File: config.mk
export PLATFORM = sky130hd
export DESIGN_NAME = id_ex_register
export DESIGN_NICKNAME = d
export VERILOG_FILES = /design/src/rtl/mips_pipe_pkg.sv /design/src/rtl/load_use_detect.sv /design/src/rtl/id_ex_register.sv
export SDC_FILE = /design/constraint.sdc
export NUM_CORES = 1
export LEC_CHECK = 0
export BUFFER_PORTS_ARGS = -buffer_cell sky130_fd_sc_hd__buf_4
export CAP_MARGIN = 10
export CORE_MARGIN = 4
export CORE_UTILIZATION = 42
export CTS_CLUSTER_SIZE = 16
export DETAILED_ROUTE_END_ITERATION = 12
export PLACE_DENSITY = 0.88
export REMOVE_ABC_BUFFERS = 1
export SETUP_SLACK_MARGIN = 0.1
export SLEW_MARGIN = 20
export SYNTH_ARGS = -nofsm -noshare
export SYNTH_HDL_FRONTEND = slang
export SYNTH_SLANG_ARGS = --single-unit
File: constraint.sdc
create_clock -name CLK_IDEX -period 1.1 [get_ports CLK_IDEX]
set_input_delay 0.055 -clock CLK_IDEX [delete_from_list [all_inputs] [get_ports CLK_IDEX]]
set_output_delay 0.055 -clock CLK_IDEX [all_outputs]
set_load 0.03 [all_outputs]
File: src/rtl/mips_pipe_pkg.sv
// mips_pipe_pkg: shared pipeline widths, ALU encodings, decode-control bundle and its bubble value
package mips_pipe_pkg;
  localparam int DATA_W = 32;
  localparam int REG_ADDR_W = 5;
  localparam int ALUCTRL_W = 3;
  localparam logic [ALUCTRL_W-1:0] ALU_AND = 3'b000;
  localparam logic [ALUCTRL_W-1:0] ALU_OR = 3'b001;
  localparam logic [ALUCTRL_W-1:0] ALU_ADD = 3'b010;
  localparam logic [ALUCTRL_W-1:0] ALU_SUB = 3'b110;
  localparam logic [ALUCTRL_W-1:0] ALU_SLT = 3'b111;
  typedef struct packed {
    logic reg_write;
    logic mem_to_reg;
    logic mem_write;
    logic alu_src;
    logic reg_dst;
    logic [ALUCTRL_W-1:0] alu_control;
  } ctrl_t;
  localparam ctrl_t CTRL_BUBBLE = '0;
endpackage

File: src/rtl/load_use_detect.sv
// load_use_detect: flags a D-stage source that needs the result of a load sitting in EX
// Ports: valid_i/mem_to_reg_i/rt_e_i describe the EX instruction, rs_d_i/rt_d_i are the
// D-stage sources, stall_o is the combinational stall request. $0 never matches.
module load_use_detect #(
  parameter int ADDR_W = 5
) (
  input  logic              valid_i,
  input  logic              mem_to_reg_i,
  input  logic [ADDR_W-1:0] rt_e_i,
  input  logic [ADDR_W-1:0] rs_d_i,
  input  logic [ADDR_W-1:0] rt_d_i,
  output logic              stall_o
);
  assign stall_o = valid_i & mem_to_reg_i & (rt_e_i != '0) & ((rt_e_i == rs_d_i) | (rt_e_i == rt_d_i));
endmodule

File: src/rtl/id_ex_register.sv
// id_ex_register: ID/EX pipeline register with stall, flush-to-bubble and load-use stall request
// Ports: CLK_IDEX/RST_IDEX (async active-low) clock and reset; StallE holds, FlushE loads a bubble
// (flush wins); *D inputs are captured into *E outputs; ValidE marks a real instruction;
// LoadUseStallD is combinational. Defining IDEX_BUBBLE_CNT_EN adds the saturating BubbleCount port.
import mips_pipe_pkg::*;
module id_ex_register #(
  parameter int DATA_W = mips_pipe_pkg::DATA_W,
  parameter int REG_ADDR_W = mips_pipe_pkg::REG_ADDR_W,
  parameter int ALUCTRL_W = mips_pipe_pkg::ALUCTRL_W
) (
  input  logic                  CLK_IDEX,
  input  logic                  RST_IDEX,
  input  logic                  StallE,
  input  logic                  FlushE,
  input  logic [DATA_W-1:0]     RD1D,
  input  logic [DATA_W-1:0]     RD2D,
  input  logic [DATA_W-1:0]     SignImmD,
  input  logic [DATA_W-1:0]     PCPlus4D,
  input  logic [REG_ADDR_W-1:0] RsD,
  input  logic [REG_ADDR_W-1:0] RtD,
  input  logic [REG_ADDR_W-1:0] RdD,
  input  logic                  RegWriteD,
  input  logic                  MemtoRegD,
  input  logic                  MemWriteD,
  input  logic                  ALUSrcD,
  input  logic                  RegDstD,
  input  logic [ALUCTRL_W-1:0]  ALUControlD,
  output logic [DATA_W-1:0]     RD1E,
  output logic [DATA_W-1:0]     RD2E,
  output logic [DATA_W-1:0]     SignImmE,
  output logic [DATA_W-1:0]     PCPlus4E,
  output logic [REG_ADDR_W-1:0] RsE,
  output logic [REG_ADDR_W-1:0] RtE,
  output logic [REG_ADDR_W-1:0] RdE,
  output logic                  RegWriteE,
  output logic                  MemtoRegE,
  output logic                  MemWriteE,
  output logic                  ALUSrcE,
  output logic                  RegDstE,
  output logic [ALUCTRL_W-1:0]  ALUControlE,
  output logic                  ValidE,
  output logic                  LoadUseStallD
`ifdef IDEX_BUBBLE_CNT_EN
  ,
  output logic [31:0]           BubbleCount
`endif
);
  localparam int PAY_W = 4*DATA_W + 3*REG_ADDR_W;
  localparam int W = PAY_W + $bits(ctrl_t) + 1;
  ctrl_t ctrl_in, ctrl_e;
  logic [W-1:0] e_d, e_q;
  assign ctrl_in = '{RegWriteD, MemtoRegD, MemWriteD, ALUSrcD, RegDstD, ALUControlD};
  // whole E stage is one flat vector: {payload, controls, valid}
  assign e_d = FlushE ? {{PAY_W{1'b0}}, CTRL_BUBBLE, 1'b0}
             : StallE ? e_q
             : {RD1D, RD2D, SignImmD, PCPlus4D, RsD, RtD, RdD, ctrl_in, 1'b1};
  always_ff @(posedge CLK_IDEX or negedge RST_IDEX)
    if (!RST_IDEX) e_q <= '0;
    else e_q <= e_d;
  assign {RD1E, RD2E, SignImmE, PCPlus4E, RsE, RtE, RdE, ctrl_e, ValidE} = e_q;
  assign RegWriteE = ctrl_e.reg_write;
  assign MemtoRegE = ctrl_e.mem_to_reg;
  assign MemWriteE = ctrl_e.mem_write;
  assign ALUSrcE = ctrl_e.alu_src;
  assign RegDstE = ctrl_e.reg_dst;
  assign ALUControlE = ctrl_e.alu_control;
  load_use_detect #(.ADDR_W(REG_ADDR_W)) u_lud (
    .valid_i(ValidE),
    .mem_to_reg_i(MemtoRegE),
    .rt_e_i(RtE),
    .rs_d_i(RsD),
    .rt_d_i(RtD),
    .stall_o(LoadUseStallD)
  );
`ifdef IDEX_BUBBLE_CNT_EN
  logic [31:0] bub_d, bub_q;
  assign bub_d = (FlushE && bub_q != '1) ? bub_q + 32'd1 : bub_q;
  always_ff @(posedge CLK_IDEX or negedge RST_IDEX)
    if (!RST_IDEX) bub_q <= '0;
    else bub_q <= bub_d;
  assign BubbleCount = bub_q;
`endif
endmodule

==> results of run 1 <==
==> worst paths after layout <==
path                            endpoint  slack, ps  cells after the start
setup reg to reg                e_q[112]         60                      4
min in group asynchronous        e_q[25]        100                      2
hold / removal                  e_q[107]         90                      3
setup / recovery           LoadUseStallD       -770                      6
hold reg to reg                  e_q[76]        550                      2
max in group asynchronous        e_q[84]        460                      3
==> per-layer routing <==
layer | track usage (%) | wire, um
met1 | 34.3 | 9960
met2 | 54.4 | 15000
met3 | 7.08 | 2310
met4 | 19.3 | 1800
met5 | 0 | 0
==> logic make-up after synthesis <==
| kind of cell | Yosys count |
|---|---|
| AO/OA/AOI/OAI | 3 |
| multiplexers | 151 |
| flip-flops | 152 |
| XOR/XNOR | 10 |
| AND/OR/NAND/NOR | 156 |
| buffers and inverters | 35 |
==> final cells by class <==
class / count / area share, %
diodes: 4 / 0.0803
clock buffers: 24 / 4.02
clock inverters: 6 / 0.913
inverters: 1 / 0.0301
multi-input cells: 320 / 17.9
flip-flops and latches: 152 / 30.5
well taps: 184 / 1.85
repair buffers: 584 / 44.7
==> report_power, final <==
part	switching [mW]	internal (mW)	leakage (nW)
combinational	1.90	2.01	4.26
clock	2.33	3.86	0.295
sequential	0.296	5.91	2.01
==> worst register-to-register path, stage by stage (launching register included) <==
cell     delay, ps
dfrtp_1        410
buf_4          140
buf_4          120
mux2i_1        180
nor2_1          70
==> Yosys cell counts <==
cell / n / area (um2)
buf_2: 4 / 20.0
buf_4: 7 / 52.6
or4_1: 1 / 7.51
xor2_1: 6 / 52.6
buf_1: 3 / 11.3
mux2i_1: 151 / 1510
nor3_1: 2 / 10.0
a21oi_1: 2 / 10.0
o211ai_2: 1 / 12.5
nand3_1: 2 / 10.0
xnor2_1: 4 / 35.0
buf_6: 9 / 101
inv_1: 1 / 3.75
clkbuf_1: 11 / 41.3
nor2_1: 151 / 567
dfrtp_1: 152 / 3800
==> per-stage QoR <==
stage	instances	hold slack, ps	TNS [ps]	instance area [um2]	setup slack, ps
2_1_floorplan	473	-241	-436	6020	-436
5_1_grt	1274	109	-1440	12500	-828
4_1_cts	1223	69.6	-1030	12000	-682
3_3_place_gp	990	-34.7	-258	8890	-258
6_report	1275	90.9	-1260	12500	-773
3_5_place_dp	990	-35.2	-273	8890	-273
==> timing repair <==
action                                  CTS  global route
pin swaps                                 3             4
endpoints found under the setup margin  153           242
resized for setup                       158            17
hold endpoints to repair                304             0
cloned                                    0             2
buffers inserted                         50            50
hold buffers                            154             0
==> qor.yml, run 1 <==
outcome:
  status: "finished with violations"
  violations: "setup timing"
routing:
  drtPass1Iterations: 5
  avgRoutedWirePerCell_um: 22.8
  vias: 6627
  wl_mm: 29.1
  drt_iter0_markers: 423
  drc: 0
  antenna_left: 0
  viasPerCell: 5.20
placement:
  globalplace.congestion: 0.885
  hpwl_mm: 13.1
  portBuffers: 307
worst_setup_path:
  start_kind: "flop"
  cpLargestDelayFamily: "flip-flops"
  path_buf_inv: 2
  crit_required_ps: 1040
  cp_max_fo: 4
  max_stage_delay_ps: 410
  path_common_cell: "buf_6"
  cp.arrival_ps: 1820
  cp-end-kind: "output pin"
  crit_path_top_delay_cell: "dfrtp_1"
  cp-startpoint: "e_q[14]"
  path_class: "reg2out"
  timing.rr.start: "e_q[112]"
  path_cells: "buf_6 > xor2_1 > nor3_1 > nand3_1 > a21oi_2 > buf_6"
yosys:
  synth_seq_area_share_pct: 60.9
  synth-adder-area-share_pct: 0
  synth_compound_area_share_pct: 0.360
  netlist_area_um2: 6250
  syn_inst: 507
  synthSimpleGateAreaFrac_pct: 9.51
  synth_mux_area_share_pct: 24.2
  ys_types: 16
  synth.avg_cell_area_um2: 12.3
  synth_top_family_by_area: "multiplexers"
  ys_ff_latch: 152
  synthXorXnorAreaFrac_pct: 1.40
  yosysWarnings: 0
final_layout:
  nFillCells: 621
  drive_above_1_share_pct: 43.0
  regMostFlops: "e_q"
  multi_input_area_um2: 2230
  syn_to_final_growth_pct: 99.5
  post-route-util_pct: 85.8
  reg_top3: "e_q: 152 flops"
  final_nets: 1231
  final_common_cell: "buf_4"
  largest_register_ffs: 152
  layout.area.seq_um2: 3810
  mostFrequentLayoutCells: "253 x buf_4, 163 x buf_6, 154 x dlygate4sd3_1"
floorplan:
  rows: 44
  dieArea_um2: 16900
  dieWidth_um: 130
  die_y_um: 130
  start_util_pct: 43.0
  coreArea_um2: 14500
  io_pins: 308
sta:
  setup_viol: 6
  hold_viol: 0
  finalMaxSlewViolations: 0
  fmax_mhz: 534
  min_period_ps: 1870
  rsz0062_at_grt: "yes"
  fin_ws_ps: -773
  relSlewSlack_pct: 78.9
  fin_skew_ps: 0
  post-route-period-util_pct: 170
  worstMarginPinSlew_ps: 307
hold_path:
  hp-class: "in2reg"
  hold_path_startpoint: "StallE"
global_routing:
  grt_pass1_vias: 7227
  antenna_found_initial: 3
  grtUsageTotal_pct: 31.1
  grt_pass1_wl_mm: 39.5
  grt_start_max_net_pins: 62
  overflow: 0
clock_tree:
  clk_path_buf_depth: 2
  htreeDepth: 4
  numCtsBuffers: 17
  clock-root-buffer: "clkbuf_16"
  cts_sinks: 152
  clkTransAtPathRegs_ps: 70
  clk_latency_ps: 420
  cts_tree: "built"
pwr:
  leakage_nw: 6.56
  cellPowerDensity_nw_per_um2: 1310
  total_power_mw: 16.3
  peakVddDrop_mv: 1.03
run:
  cap_violations: 0
(Power assumes the default switching activity.)
==> run 2, diff against run 1 <==
--- a/config.mk
+++ b/config.mk
@@ -5,6 +5,7 @@
 export SDC_FILE = /design/constraint.sdc
 export NUM_CORES = 1
 export LEC_CHECK = 0
+export ABC_AREA = 1
 export BUFFER_PORTS_ARGS = -buffer_cell sky130_fd_sc_hd__buf_4
 export CAP_MARGIN = 10
 export CORE_MARGIN = 4
==> run 2 against run 1 <==
Effect of this change:
- critical path type unchanged
- area after synthesis grew 2.3%
- the run still ends with setup timing left
- flip-flop and latch count unchanged
- combinational power increased by 13%
- largest cell class unchanged
- clock power is 6.8% lower
- via count increased by 24%
==> qor.yml, run 2 <==
final_layout:
  drive_above_1_share_pct: 37.9  # was 43.0%
  syn_to_final_growth_pct: 94.5  # was 99.5%
  final_common_cell: "nand3_1"  # was buf_4
  mostFrequentLayoutCells: "295 x nand3_1, 266 x buf_4, 159 x nand2_1"  # was 253 x buf_4, 163 x buf_6, 154 x dlygate4sd3_1
  regMostFlops: "e_q"  # unchanged
  final_nets: 1407  # was 1231
  largest_register_ffs: 152  # unchanged
  reg_top3: "e_q: 152 flops"  # unchanged
  design_area_um2: 12400  # was 12500 um2
  nFillCells: 621  # unchanged
global_routing:
  grtUsageTotal_pct: 32.7  # was 31.1%
  grt_pass1_wl_mm: 45.5  # was 39.5 mm
  antenna_found_initial: 3  # unchanged
  overflow: 0  # unchanged
  grt_start_max_net_pins: 109  # was 62
  grt_pass1_vias: 8652  # was 7227
placement:
  globalplace.congestion: 0.805  # was 0.885
  portBuffers: 307  # unchanged
  hpwl_mm: 13.7  # was 13.1 mm
  placed_area_um2: 8970  # was 8890 um2
sta:
  hold_viol: 0  # unchanged
  finalMaxSlewViolations: 0  # unchanged
  fin_skew_ps: 0  # unchanged
  min_period_ps: 1680  # was 1870 ps
  rsz0062_at_grt: "yes"  # unchanged
  relSlewSlack_pct: 66.0  # was 78.9%
  worstMarginPinSlew_ps: 510  # was 307 ps
  fmax_mhz: 594  # was 534 MHz
  fin_ws_ps: -585  # was -773 ps
  post-route-period-util_pct: 153  # was 170%
  setup_viol: 155  # was 6
yosys:
  synth_top_area_share_pct: 59.5  # was 60.9%
  synth_top_area_cell: "dfrtp_1"  # unchanged
  yosysWarnings: 0  # unchanged
  synth-main-ff-cell: "dfrtp_1"  # unchanged
  synth.avg_cell_area_um2: 9.02  # was 12.3 um2
  ys_types: 17  # was 16
  netlist_area_um2: 6390  # was 6250 um2
  synth_area_leaders: "dfrtp_1 59%, nand3_1 23%, nand2_1 9.6%"  # was dfrtp_1 61%, mux2i_1 24%, nor2_1 9.1%
  synth_edf_count: 0  # unchanged
  ys_async_sr_fraction_pct: 100  # unchanged
  synthTopCellsByCount: "295 x nand3_1, 163 x nand2_1, 152 x dfrtp_1"  # was 152 x dfrtp_1, 151 x mux2i_1, 151 x nor2_1
  ys_ff_latch: 152  # unchanged
  synth_seq_area_share_pct: 59.5  # was 60.9%
  syn_inst: 709  # was 507
  yosysMostFrequentCell: "nand3_1"  # was dfrtp_1
worst_setup_path:
  path_cells: "inv_2 > nand2_1 > nand2_1 > nor2_1 > nand3_1 > a21oi_2 > buf_6"  # was buf_6 > xor2_1 > nor3_1 > nand3_1 > a21oi_2 > buf_6
  ff2ff_setup_slack_ps: 110  # was 60 ps
  path_common_cell: "nand2_1"  # was buf_6
  start_kind: "flop"  # unchanged
  crit_required_ps: 1040  # about the same
  r2r-end: "e_q[125]"  # was e_q[112]
  path_class: "reg2out"  # unchanged
  max_stage_delay_ps: 430  # was 410 ps
  cp-end-kind: "output pin"  # unchanged
  cpLargestDelayFamily: "flip-flops"  # unchanged
  r2r_cells: 4  # unchanged
  timing.rr.start: "e_q[125]"  # was e_q[112]
  cp_max_fo: 4  # unchanged
  cp.arrival_ps: 1630  # was 1820 ps
  path_buf_inv: 2  # unchanged
  crit_path_top_delay_cell: "dfrtp_1"  # unchanged
floorplan:
  start_util_pct: 43.5  # was 43.0%
  io_pins: 308  # unchanged
  die_y_um: 131  # was 130 um
  dieWidth_um: 131  # was 130 um
  coreArea_um2: 14700  # was 14500 um2
  rows: 44  # unchanged
  dieArea_um2: 17300  # was 16900 um2
clock_tree:
  cts_sinks: 152  # unchanged
  clk_latency_ps: 420  # about the same
  clkTransAtPathRegs_ps: 60  # was 70 ps
  clk_path_buf_depth: 2  # unchanged
  clock-root-buffer: "clkbuf_16"  # unchanged
  numCtsBuffers: 17  # unchanged
  htreeDepth: 4  # unchanged
  cts_tree: "built"  # unchanged
routing:
  viasPerCell: 5.66  # was 5.20
  drtPass1Iterations: 7  # was 5
  vias: 8213  # was 6627
  avgRoutedWirePerCell_um: 21.0  # was 22.8 um
  antenna_left: 0  # unchanged
  drt_iter0_markers: 734  # was 423
  wl_mm: 30.5  # was 29.1 mm
  drc: 0  # unchanged
outcome:
  status: "finished with violations"  # unchanged
  violations: "setup timing"  # unchanged
hold_path:
  hp-class: "in2async"  # was in2reg
pwr:
  peakVddDrop_mv: 1.02  # was 1.03 mV
  total_power_mw: 16.6  # was 16.3 mW
  leakage_nw: 6.60  # was 6.56 nW
  cellPowerDensity_nw_per_um2: 1330  # was 1310 nW/um2
run:
  cap_violations: 0  # unchanged
run 2: metrics by stage:
step	hold WS (ps)	std cells	setup TNS (ps)	utilization [%]	worst slack, ps
final	116	1452	-15490	84.6	-585
after global routing	129	1452	-20300	84.6	-674
after CTS	81.1	1398	-4620	81.8	-514
after detailed placement	-35.4	1166	-84.2	61.0	-84.2
after global placement	-34.3	1166	-38.4	61.0	-38.4
after floorplan	-241	645	-573990	-	-4070
run 2: power breakdown:
group          internal (mW)  switching [mW]  total (mW)
sequential              6.00           0.372        6.37
clock                   3.40            2.37        5.77
combinational           2.14            2.27        4.41
run 2: worst max-delay path by stage:
stage	from	to	slack, ps	cells after the start
6_report	e_q[18]	LoadUseStallD	-580	7
5_1_grt	e_q[18]	LoadUseStallD	-670	7
4_1_cts	e_q[16]	LoadUseStallD	-510	7
3_5_place_dp	e_q[16]	LoadUseStallD	-80	7
3_3_place_gp	e_q[16]	LoadUseStallD	-40	7
2_1_floorplan	FlushE	e_q[15]	-4070	4
run 2: area by class of cell:
| class | count | area [um2] | area share (%) |
|---|---|---|---|
| repair buffers | 588 | 5530 | 44.5 |
| clock buffers | 21 | 450 | 3.62 |
| diodes | 3 | 7.51 | 0.0604 |
| well taps | 184 | 230 | 1.85 |
| flip-flops and latches | 152 | 3810 | 30.6 |
| clock inverters | 11 | 124 | 0.996 |
| inverters | 14 | 60.1 | 0.483 |
| multi-input cells | 479 | 2230 | 17.9 |
run 2: metal layers:
| layer | wire, um | up-vias | GRT usage [%] |
|---|---|---|---|
| met5 | 0 | - | 0 |
| met3 | 2450 | 169 | 9.86 |
| met4 | 2090 | 0 | 21.8 |
| met2 | 15600 | 569 | 57.2 |
| li1 | - | 3481 | - |
| met1 | 10400 | 3994 | 33.9 |
run 2: kinds of logic after synthesis:
family | after synthesis | synth area share [%]
AO/OA/AOI/OAI | 10 | 0.841
flip-flops | 152 | 59.5
XOR/XNOR | 3 | 0.411
AND/OR/NAND/NOR | 466 | 33.2
buffers and inverters | 78 | 6.07
run 2: timing repair:
item | in CTS | in global routing
endpoints found under the hold margin | 304 | 2
hold buffers | 153 | 1
buffers inserted | 47 | 51
pin swaps | 3 | 6
gates resized for setup | 162 | 8
endpoints found under the setup margin | 153 | 304
==> run 3, diff against run 2 <==
--- a/config.mk
+++ b/config.mk
@@ -5,12 +5,11 @@
 export SDC_FILE = /design/constraint.sdc
 export NUM_CORES = 1
 export LEC_CHECK = 0
-export ABC_AREA = 1
 export BUFFER_PORTS_ARGS = -buffer_cell sky130_fd_sc_hd__buf_4
 export CAP_MARGIN = 10
 export CORE_MARGIN = 4
 export CORE_UTILIZATION = 42
-export CTS_CLUSTER_SIZE = 16
+export CTS_CLUSTER_SIZE = 14
 export DETAILED_ROUTE_END_ITERATION = 12
 export PLACE_DENSITY = 0.88
 export REMOVE_ABC_BUFFERS = 1
@@ -18,4 +17,5 @@
 export SLEW_MARGIN = 20
 export SYNTH_ARGS = -nofsm -noshare
 export SYNTH_HDL_FRONTEND = slang
+export SYNTH_HIERARCHICAL = 1
 export SYNTH_SLANG_ARGS = --single-unit
==> run 3 against run 2 <==
Effect of this change:
- the run still ends with setup timing left
- non-clock buffer count decreased by 13
- worst hold slack got worse by 66 ps
- sequential power fell by 3%
- area after synthesis is 2.2% lower
- setup slack worse by 130 ps
- routed wire length decreased by 9.1%
- final cell count shrank 13%
- flip-flop and latch count unchanged
- combinational power down 13%
- critical path type unchanged
- largest cell class unchanged
- highest routed layer unchanged
==> qor.yml, run 3 <==
clock_tree:
  clkTransAtPathRegs_ps: 70  # was 60 ps
  numCtsBuffers: 17  # unchanged
  clk_latency_ps: 410  # was 420 ps
  htreeDepth: 4  # unchanged
  clock-root-buffer: "clkbuf_16"  # unchanged
  cts_tree: "built"  # unchanged
  cts_sinks: 152  # unchanged
  clk_path_buf_depth: 2  # unchanged
final_layout:
  reg_top3: "e_q: 152 flops"  # unchanged
  final_cell_count_no_fill: 1265  # was 1452
  design_area_um2: 12300  # was 12400 um2
  post-route-util_pct: 84.6  # about the same
  final_common_cell: "buf_4"  # was nand3_1
  drive_above_1_share_pct: 42.5  # was 37.9%
  mostFrequentLayoutCells: "247 x buf_4, 163 x buf_6, 153 x dlygate4sd3_1"  # was 295 x nand3_1, 266 x buf_4, 159 x nand2_1
  final_nets: 1222  # was 1407
  largest_register_ffs: 152  # unchanged
  syn_to_final_growth_pct: 96.7  # was 94.5%
  regMostFlops: "e_q"  # unchanged
placement:
  dp.cells: 993  # was 1166
  placed_area_um2: 8920  # was 8970 um2
  globalplace.congestion: 0.846  # was 0.805
  pre_cts_ws_ps: -252  # was -84.2 ps
  hpwl_mm: 13.2  # was 13.7 mm
  portBuffers: 307  # unchanged
yosys:
  ys_types: 16  # was 17
  synth-main-ff-cell: "dfrtp_1"  # unchanged
  ys_async_sr_fraction_pct: 100  # unchanged
  synth_area_leaders: "dfrtp_1 61%, mux2i_1 24%, nor2_1 9.1%"  # was dfrtp_1 59%, nand3_1 23%, nand2_1 9.6%
  yosysWarnings: 6  # was 0
  netlist_area_um2: 6250  # was 6390 um2
  synth.avg_cell_area_um2: 12.3  # was 9.02 um2
  yosysMostFrequentCell: "dfrtp_1"  # was nand3_1
  synth_top_area_cell: "dfrtp_1"  # unchanged
  synth_top_area_share_pct: 60.8  # was 59.5%
  synth_edf_count: 0  # unchanged
  syn_inst: 507  # was 709
  synthTopCellsByCount: "152 x dfrtp_1, 151 x mux2i_1, 151 x nor2_1"  # was 295 x nand3_1, 163 x nand2_1, 152 x dfrtp_1
  ys_ff_latch: 152  # unchanged
  synth_seq_area_share_pct: 60.8  # was 59.5%
pwr:
  total_power_mw: 15.7  # was 16.6 mW
  leakage_nw: 6.48  # was 6.60 nW
  peakVddDrop_mv: 1.10  # was 1.02 mV
  cellPowerDensity_nw_per_um2: 1280  # was 1330 nW/um2
sta:
  fin_skew_ps: 0  # unchanged
  worstMarginPinSlew_ps: 343  # was 510 ps
  relSlewSlack_pct: 77.1  # was 66.0%
  finalMaxSlewViolations: 0  # unchanged
  hold_viol: 0  # unchanged
  setup_viol: 5  # was 155
  fmax_mhz: 551  # was 594 MHz
  fin_setup_tns_ps: -1210  # was -15490 ps
  hold_slack_ps: 49.9  # was 116 ps
  rsz0062_at_grt: "yes"  # unchanged
  fin_ws_ps: -714  # was -585 ps
  min_period_ps: 1810  # was 1680 ps
  post-route-period-util_pct: 165  # was 153%
global_routing:
  grt_pass1_wl_mm: 38.2  # was 45.5 mm
  grt_start_max_net_pins: 60  # was 109
  grtUsageTotal_pct: 29.9  # was 32.7%
  antenna_found_initial: 1  # was 3
  overflow: 0  # unchanged
  grt_pass1_vias: 7008  # was 8652
outcome:
  status: "finished with violations"  # unchanged
  violations: "setup timing"  # unchanged
routing:
  avgRoutedWirePerCell_um: 21.9  # was 21.0 um
  drt_iter0_markers: 479  # was 734
  wl_mm: 27.8  # was 30.5 mm
  antenna_left: 0  # unchanged
  drtPass1Iterations: 5  # was 7
  drc: 0  # unchanged
  vias: 6524  # was 8213
  viasPerCell: 5.16  # was 5.66
worst_setup_path:
  start_kind: "flop"  # unchanged
  cp-end-kind: "output pin"  # unchanged
  crit_required_ps: 1040  # about the same
  path_class: "reg2out"  # unchanged
  cp_max_fo: 3  # was 4
  cp.arrival_ps: 1760  # was 1630 ps
floorplan:
  start_util_pct: 43.0  # was 43.5%
  dieWidth_um: 130  # was 131 um
  io_pins: 308  # unchanged
  rows: 44  # unchanged
  die_y_um: 130  # was 131 um
  coreArea_um2: 14500  # was 14700 um2
  dieArea_um2: 16900  # was 17300 um2
run:
  cap_violations: 0  # unchanged
hold_path:
  hp-class: "in2async"  # unchanged
## run 3: cell types whose count changed in the layout (fill, tap and decap cells not counted), moves of 4 or more
cell,delta
buf_4,-19
buf_6,+5
inv_1,-9
mux2i_1,+151
nand2_1,-159
nand2_2,-4
nand3_1,-293
nor2_1,+146
o21ai_0,-5
xor2_1,+5
## run 3: cell families after synthesis
| kind of cell | Yosys count | share of synthesized area, % |
|---|---|---|
| buf+inv | 35 | 3.74 |
| xor+xnor | 10 | 1.40 |
| simple gates | 156 | 9.50 |
| flops | 152 | 60.8 |
| mux | 151 | 24.2 |
| compound gates | 3 | 0.360 |
## run 3: power by group
part | switching, mW | internal [mW] | total, mW
registers | 0.293 | 5.91 | 6.20
clock network | 2.40 | 3.30 | 5.71
logic | 1.85 | 1.98 | 3.83
total | 4.55 | 11.2 | 15.7
## run 3: worst paths after layout
check,from,endpoint,slack [ps],cells after the start
max in group asynchronous,RST_IDEX,e_q[148],440,3
worst min register to register,e_q[104],e_q[104],550,2
worst min-delay path,RST_IDEX,e_q[43],50,2
worst max-delay path,e_q[18],LoadUseStallD,-710,6
min in group CLK_IDEX,StallE,e_q[25],200,3
worst max register to register,e_q[87],e_q[87],40,4
## run 3: critical path, stage by stage (launching register included)
cell and delay [ps]:
dfrtp_1 420, buf_6 140, xor2_1 150, nor3_1 140, nand3_1 140, a21oi_2 200, buf_6 150
## run 3: layer usage
metal	track usage, %	up-vias	wire [um]	part of all wire (%)
li1	-	2805	-	-
met1	32.0	3248	9900	36
met2	53.6	387	14600	52
met3	8.31	84	2150	7.7
met4	15.5	0	1150	4.2
met5	0	-	0	0
## run 3: timing repair
item | in CTS | in global routing
setup buffers | 38 | 48
pin swaps | 1 | 5
hold endpoints to repair | 303 | 0
resized for setup | 158 | 11
hold buffers | 153 | 0
endpoints found under the setup margin | 153 | 155
## run 3: final cells by class
class	count	area [um2]
timing repair buffer	575	5460
sequential	152	3810
fill	580	2230
multi-input combinational	320	2220
clock buffer	22	474
tap	184	230
clock inverter	10	93.8
inverter	1	3.75
antenna	1	2.50
